--- src/rtl/cpu_arb_pkg.sv ---
// rtl/cpu_arb_pkg.sv - shared state encoding and width helper for the round-robin arbiter
package cpu_arb_pkg;

    typedef enum logic {
        ARB_IDLE  = 1'b0,
        ARB_GRANT = 1'b1
    } arb_state_e;

    // Index width that never collapses to zero bits for tiny N.
    function automatic int clog2_safe(input int n);
        int r;
        r = 1;
        while ((1 << r) < n) r++;
        return r;
    endfunction

endpackage

--- src/rtl/rr_pick.sv ---
// rtl/rr_pick.sv - combinational rotating first-set picker starting at ptr
module rr_pick
    import cpu_arb_pkg::*;
#(
    parameter int N  = 4,
    parameter int IW = clog2_safe(N)
) (
    input  logic [N-1:0]  req,
    input  logic [IW-1:0] ptr,
    output logic          found,
    output logic [IW-1:0] idx,
    output logic [N-1:0]  onehot
);

    logic [N-1:0]  rot;
    logic [IW-1:0] off;

    // ptr is always < N, so a single conditional subtract is an exact mod N.
    function automatic int wrap(input int a);
        return (a >= N) ? a - N : a;
    endfunction

    always_comb begin
        rot = '0;
        for (int i = 0; i < N; i++) begin
            rot[i] = req[wrap(i + int'(ptr))];
        end

        found = 1'b0;
        off   = '0;
        for (int i = N - 1; i >= 0; i--) begin
            if (rot[i]) begin
                found = 1'b1;
                off   = IW'(i);
            end
        end

        idx    = IW'(wrap(int'(off) + int'(ptr)));
        onehot = '0;
        if (found) begin
            onehot[idx] = 1'b1;
        end
    end

endmodule

--- src/rtl/rr_arbiter.sv ---
// rtl/rr_arbiter.sv - round-robin arbiter holding grant until release; optional hold limit under ARB_TIMEOUT_EN
module rr_arbiter
    import cpu_arb_pkg::*;
#(
    parameter int N        = 4,
    parameter int MAX_HOLD = 16,
    parameter int IW       = clog2_safe(N)
) (
    input  logic          clk,
    input  logic          rst_n,
    input  logic [N-1:0]  req,
    input  logic          rel,
    output logic [N-1:0]  gnt,
    output logic          gnt_valid,
    output logic [IW-1:0] gnt_id,
    output logic          any_req,
    output logic          timeout
);

    localparam logic [IW-1:0] LAST = IW'(N - 1);

    arb_state_e    state;
    logic [IW-1:0] ptr;
    logic          pick_found;
    logic [IW-1:0] pick_idx;
    logic [N-1:0]  pick_onehot;
    logic          hold_expire;
    logic          owner_done;
    logic          grant_exit;
    logic [IW-1:0] next_ptr;

    assign any_req = |req;

    rr_pick #(.N(N), .IW(IW)) u_pick (
        .req    (req),
        .ptr    (ptr),
        .found  (pick_found),
        .idx    (pick_idx),
        .onehot (pick_onehot)
    );

    // A dropped request from the owner ends the grant exactly like release.
    assign owner_done = rel | ~req[gnt_id];
    assign grant_exit = (state == ARB_GRANT) & (owner_done | hold_expire);
    assign next_ptr   = (gnt_id == LAST) ? '0 : gnt_id + 1'b1;

`ifdef ARB_TIMEOUT_EN
    localparam int CW = $clog2(MAX_HOLD + 1);

    logic [CW-1:0] hold_cnt;

    // Counter reads k-1 during the k-th granted cycle, so expiry lands on cycle MAX_HOLD.
    assign hold_expire = (state == ARB_GRANT) && (hold_cnt == CW'(MAX_HOLD - 1));

    always_ff @(posedge clk or negedge rst_n) begin
        if (!rst_n) begin
            hold_cnt <= '0;
            timeout  <= 1'b0;
        end else begin
            timeout <= hold_expire & ~owner_done;
            if (state != ARB_GRANT || grant_exit) begin
                hold_cnt <= '0;
            end else begin
                hold_cnt <= hold_cnt + 1'b1;
            end
        end
    end
`else
    assign hold_expire = 1'b0;
    assign timeout     = 1'b0;
`endif

    always_ff @(posedge clk or negedge rst_n) begin
        if (!rst_n) begin
            state     <= ARB_IDLE;
            ptr       <= '0;
            gnt       <= '0;
            gnt_valid <= 1'b0;
            gnt_id    <= '0;
        end else begin
            case (state)
                ARB_IDLE: begin
                    if (pick_found) begin
                        gnt       <= pick_onehot;
                        gnt_id    <= pick_idx;
                        gnt_valid <= 1'b1;
                        state     <= ARB_GRANT;
                    end
                end
                ARB_GRANT: begin
                    if (grant_exit) begin
                        gnt       <= '0;
                        gnt_valid <= 1'b0;
                        gnt_id    <= '0;
                        ptr       <= next_ptr;
                        state     <= ARB_IDLE;
                    end
                end
                default: state <= ARB_IDLE;
            endcase
        end
    end

endmodule
--- config.mk ---
export PLATFORM = sky130hd
export DESIGN_NAME = rr_arbiter
export DESIGN_NICKNAME = d
export VERILOG_FILES = /design/src/rtl/cpu_arb_pkg.sv /design/src/rtl/rr_pick.sv /design/src/rtl/rr_arbiter.sv
export SDC_FILE = /design/constraint.sdc
export NUM_CORES = 1
export LEC_CHECK = 0
export CAP_MARGIN = 20
export CORE_UTILIZATION = 30
export CTS_CLUSTER_SIZE = 12
export DETAILED_ROUTE_END_ITERATION = 7
export GPL_ROUTABILITY_DRIVEN = 1
export PLACE_DENSITY = 0.54
export SYNTH_ARGS = -nofsm -noshare
export SYNTH_HDL_FRONTEND = slang
export SYNTH_SLANG_ARGS = --single-unit
--- constraint.sdc ---
create_clock -name clk -period 1.7 [get_ports clk]
set_input_delay 0.34 -clock clk [delete_from_list [all_inputs] [get_ports clk]]
set_output_delay 0.34 -clock clk [all_outputs]
set_load 0.01 [all_outputs]
* Word level (Yosys, flattened, before mapping)
Cells that the tools add are included.
W data, S select, Z words.
** Operators by class
- Add/subtract/negate cells :: 10
- Magnitude comparators :: 12
- Equality and inequality tests :: 3
- Muxes and demuxes :: 42
- Bitwise operators :: 4
- Reductions and logical operators :: 4
** Operators with widths (number)
- $lt A32 B4 Y1 const B :: 4
- $mux W32 :: 4
- $ge A32 B4 Y1 const B :: 3
- $sub A32 B4 Y32 const B :: 3
- $mux W1 :: 18
- $mux W2 :: 8
- $bmux W1 S2 :: 5
- $mux W4 :: 2
- $pmux W4 S2 :: 1
- $add A2 B2 Y3 const A :: 2
- $lt A2 B3 Y1 const B :: 2
- $pmux W1 S2 :: 2
- $pmux W2 S2 :: 1
- $reduce_and A2 Y1 :: 2
- $reduce_or A4 Y1 :: 1
- $sub A2 B3 Y4 const B :: 1
- $add A1 B2 Y3 const A :: 1
- $add A2 B2 Y3 :: 1
- $ge A2 B3 Y1 const B :: 1
- $ge A3 B3 Y1 const B :: 1
- $add A2 B1 Y2 const B :: 1
- $demux W1 S2 :: 1
- $eq A2 B2 Y1 const B :: 1
- $ge A2 B1 Y1 const B :: 1
- 7 further kinds :: 8
** Storage, ports and cells
- Bits in registers :: 10
- Input bits :: 7
- Logic and storage cells :: 80

* Longest topological paths before layout
- Depth after elaboration :: 19
- Depth in mapped cells :: 9
- Depth with buffers taken out :: 9

* Cells and area by module
From an unflattened synthesis, not the netlist that was laid out.
** Second synthesis, totals
- Cells, all modules :: 85
- Area, all modules :: 812.0 µm²
** Modules (own cells, without submodules)
- rr_arbiter :: instances 1, cells an instance 48, area an instance 521.8 µm², sequential area each 250.2 µm²
- rr_pick :: instances 1, cells an instance 37, area an instance 290.3 µm², sequential area each 0.0 µm²

* Worst setup path before layout
Ideal clock, no wire load.
- Path kind :: input -> register
- From :: input port req[2]
- To :: register gnt[1]
- Setup time :: 0.120 ns
- Data arrival time :: 1.664 ns
- Required time :: 1.580 ns
- Slack :: -0.084 ns
- Cell stages on the path :: 9
- Path through :: buf_6 -> or2b_1 -> a21oi_1 -> a21oi_1 -> a21oi_1 -> ha_1 -> xor2_1 -> xnor2_2 -> a31o_1
** On the way
- Word-level cells in the longest chain between the ends :: 16
- Elaborated cells between the ends (all ways) :: 39
** RTL lines
- start, declared :: line rr_arbiter.sv:11 : input logic [N-1:0] req,
- $bmux W1 S2 :: line rr_pick.sv:26 : rot[i] = req[wrap(i + int'(ptr))];
- $mux W1 (implied by the code) (2 in a row) :: line rr_pick.sv:26
- $mux W2 (4 in a row) :: line rr_pick.sv:32 : if (rot[i]) begin
- $add A2 B2 Y3 :: line rr_pick.sv:38 : idx = IW'(wrap(int'(off) + int'(ptr)));
- $ge A3 B3 Y1 or $sub A2 B1 Y2 (tied branches) :: line rr_pick.sv:20 : return (a >= N) ? a - N : a;
- $mux W2 :: line rr_pick.sv:20
- $lt A2 B3 Y1 (implied by the code) or $ge A2 B1 Y1 (tied branches) :: line rr_pick.sv:41 : onehot[idx] = 1'b1;
- $logic_and A1 B1 Y1 (implied by the code) :: line rr_pick.sv:41
- $mux W1 (implied by the code) :: line rr_pick.sv:41
- $demux W1 S2
- $mux W4 :: line rr_arbiter.sv:83 : if (pick_found) begin
- $pmux W4 S2 :: line rr_arbiter.sv:81 : case (state)
- end signal, assigned :: line rr_arbiter.sv:84 : gnt <= pick_onehot;
- end, declared :: line rr_arbiter.sv:13 : output logic [N-1:0] gnt,
Several ways; a longest one is shown, not always the timed one. The select of a mux whose other input is x is not followed.
A chain may end at the register's enable or synchronous reset.

* Worst setup path in the final report
- From :: register ptr[1]
- To :: register gnt[1]
** On the way
- Word-level cells in the longest chain between the ends :: 19
- Elaborated cells between the ends (all ways) :: 48
** RTL lines
- start, declared :: line rr_arbiter.sv:23 : logic [IW-1:0] ptr;
- start signal, assigned :: line rr_arbiter.sv:95 : ptr <= next_ptr;
- $add A2 B2 Y3 :: line rr_pick.sv:26
- $sub A32 B4 Y32 or $ge A32 B4 Y1 (tied branches) :: line rr_pick.sv:20
- $mux W32 :: line rr_pick.sv:20
- $bmux W1 S2 :: line rr_pick.sv:26
- $mux W1 (implied by the code) (2 in a row) :: line rr_pick.sv:26
- $mux W2 (4 in a row) :: line rr_pick.sv:32
- $add A2 B2 Y3 :: line rr_pick.sv:38
- $ge A3 B3 Y1 or $sub A2 B1 Y2 (tied branches) :: line rr_pick.sv:20
- $mux W2 :: line rr_pick.sv:20
- $lt A2 B3 Y1 (implied by the code) or $ge A2 B1 Y1 (tied branches) :: line rr_pick.sv:41
- $logic_and A1 B1 Y1 (implied by the code) :: line rr_pick.sv:41
- $mux W1 (implied by the code) :: line rr_pick.sv:41
- $demux W1 S2
- $mux W4 :: line rr_arbiter.sv:83
- $pmux W4 S2 :: line rr_arbiter.sv:81
Several ways; a longest one is shown, not always the timed one. The select of a mux whose other input is x is not followed.

==> results.json <==
{
  "cp_data_required_time_ns": 1.86,
  "die_area_um2": 2370,
  "synth.avg_cell_area_um2": 10.0,
  "clock_skew_ns": 0.00615,
  "nNetsFinal": 103,
  "wirelength_um": 1470,
  "critPathLaunch": "ptr[1]",
  "cts_buffers": 3,
  "p_sw_mw": 0.629,
  "grt_use_total_pct": 14.5,
  "critPathLaunchType": "flop",
  "placed_cells": 116,
  "post-route-min-period_ns": 1.81,
  "cts_root_buf": "clkbuf_4",
  "regToRegStartpoint": "ptr[1]",
  "yosysTopAreaCellShare_pct": 38.3,
  "fp.dieH_um": 48.7,
  "comb_power_share_pct": 58.6,
  "start_util_pct": 32.6,
  "fin_crit_sh_pct": 106,
  "antenna_found_initial": 0,
  "r2r_end": "gnt[1]",
  "grt-ovfl-total": 0,
  "timing.final.ws_setup_ns": -0.110,
  "sw_frac_of_total_pct": 39.2,
  "cts.path.max_buffers": 2,
  "end_kind": "flop",
  "syn2layout_area_growth_pct": 44.1,
  "numPortBuffers": 14,
  "path_clk_slew_ns": 0.07,
  "irDropWorstVdd_mv": 0.960,
  "synth-seq-cells": 10,
  "synth_nets": 74,
  "post_cts_buffers": 0,
  "postCtsHoldBufs": 0,
  "max-cap-violations": 0,
  "p_leak_nw": 0.420,
  "clock_power_share_pct": 13.6,
  "ys_async_sr_fraction_pct": 100,
  "post-route-util_pct": 47.0,
  "gp_congestion": 0.808,
  "io_pins": 16,
  "setup_viol": 5,
  "netlist_instances": 65,
  "reg2reg_depth": 8,
  "grt_pass1_vias": 566,
  "synth.distinct_cells": 36,
  "netlist_area_um2": 653,
  "antenna_left": 0,
  "post_drt_via_cell_ratio": 4.89,
  "drt-wirelength-per-cell_um": 12.3,
  "hp-class": "in2async",
  "path_class": "reg2reg",
  "drive_gt1_share_pct": 33.3,
  "clkLatencyLatePin_ns": 0.27,
  "violations": "negative setup slack",
  "pwr_density_cell_nw_per_um2": 1700,
  "yosysTopAreaCell": "dfrtp_1",
  "outcome": "finished with violations",
  "ys.flop_type": "dfrtp_1",
  "drc": 0,
  "clock_sinks": 10,
  "cp_max_fo": 5,
  "seq_power_share_pct": 27.8,
  "die_x_um": 48.7,
  "cts_tree": "built",
  "first_pass_iters": 2,
  "yosys_warnings": 0,
  "synthTopCellsByArea": "dfrtp_1 38%, nand2_1 4.6%, o311ai_4 4.0%",
  "internal_power_mw": 0.975,
  "final_max_slew_viol_count": 0,
  "rsz0062_at_grt": "yes",
  "worstPathArrival_ns": 1.97,
  "yosysSeqAreaShare_pct": 38.3,
  "synth-edff-count": 0,
  "hpwl_um": 1120,
  "grt_pass1_wl_um": 2550,
  "drt_iter0_drc": 10,
  "rrSetupSlack_ns": -0.11,
  "grt_max_degree": 12,
  "vias": 587,
  "instances_no_fill": 120,
  "rows": 16,
  "max_freq_mhz": 552,
  "core_um2": 2000,
  "hold_viol_final": 0,
  "cts.htree.levels": 1,
  "diodes": 0
}
[cell families (layout without fill, tap and decap cells)]
kind of cell               Yosys count  count (layout)  synth area share, %
other                                1               1                0.574
and+or+nand+nor                     23              23                 19.2
buffers and inverters                5              33                 5.75
adders and majority gates            2               2                 3.83
muxes                                5               5                 8.24
DFF                                 10              10                 38.3
xor gates and xnor gates             2               2                 3.83
AOI/OAI and AO/OA                   17              17                 20.3
[area by class of cell]
class	instances	area (um2)
multi-input combinational	50	384
tap	27	33.8
inverter	2	7.51
sequential	10	251
fill	192	1060
timing repair buffer	27	228
clock buffer	4	36.3
[critical path, stage by stage, from the launching register on]
cell and delay [ns]:
dfrtp_1 0.40, or2b_1 0.24, a21oi_2 0.11, a21oi_1 0.05, a21oi_1 0.15, ha_2 0.21, xor2_2 0.18, xnor2_2 0.14
a31o_1 0.24
[state kept, by name, summed over array words and instances (netlist names)]
register	count
gnt	4
gnt_id	2
ptr	2
gnt_valid	1
state	1
[layer usage]
layer | vias up | wire [um] | part of all wire (%) | GRT usage (%)
li1 | 291 | - | - | -
met1 | 286 | 666 | 45 | 17.8
met2 | 8 | 744 | 50 | 23.1
met3 | 2 | 44 | 3.0 | 1.89
met4 | 0 | 19 | 1.3 | 10.3
met5 | - | 0 | 0 | 0
[synthesized netlist by cell type, types with 2 or more instances]
cell type	number
mux2_2	2
o31ai_1	2
dfrtp_1	10
mux2i_1	2
a21oi_1	4
nand3_1	3
ha_1	2
nand2_1	8
nor2_1	2
o21ai_0	3
buf_6	2
[how the worst max path moves through the flow]
stage / endpoint / depth (start not counted) / slack (ns)
2_1_floorplan: gnt[1] / 8 / -0.04
3_3_place_gp: gnt[0] / 9 / -0.61
3_5_place_dp: gnt[1] / 9 / -0.61
4_1_cts: gnt[1] / 8 / -0.12
5_1_grt: gnt[1] / 8 / -0.22
6_report: gnt[1] / 8 / -0.11
[through the flow]
step / setup TNS [ns] / cell area [um2] / setup slack, ns / hold WS, ns / power [mW]
after floorplan: -0.0780 / 663 / -0.0385 / 0.0444 / 1.01
after global placement: -5.10 / 905 / -0.610 / 0.465 / 1.35
after detailed placement: -5.18 / 905 / -0.614 / 0.467 / 1.37
after CTS: -0.484 / 932 / -0.122 / 0.404 / 1.60
after global routing: -1.02 / 941 / -0.219 / 0.411 / 1.75
final: -0.446 / 941 / -0.110 / 0.384 / 1.60
[cell usage in the layout, fill, tap and decap left out, types with 2 or more instances in the layout]
master | synthesis | final
dfrtp_1 | 10 | 9
mux2_2 | 2 | 2
nand2_1 | 8 | 8
nor2_1 | 2 | 2
nand3_1 | 3 | 3
buf_4 | 1 | 13
clkbuf_4 | 0 | 3
dlygate4sd2_1 | 0 | 4
clkdlybuf4s50_1 | 0 | 9
a21oi_1 | 4 | 3
mux2i_1 | 2 | 2
o21ai_1 | 0 | 2
[timing repair]
item                       4_1_cts  5_1_grt
pin swaps                        3        6
setup endpoints to repair       11        8
gates resized for setup          9        4
[power groups by stage]
stage / logic (mW) / clock network (mW) / registers [mW]
floorplan: 0.543 / 0 / 0.471
global placement: 0.909 / 0 / 0.446
detailed placement: 0.923 / 0 / 0.449
CTS: 0.924 / 0.225 / 0.448
global route: 1.04 / 0.247 / 0.462
finish: 0.940 / 0.218 / 0.446
No activity file was read; power rests on OpenSTA's default activity.
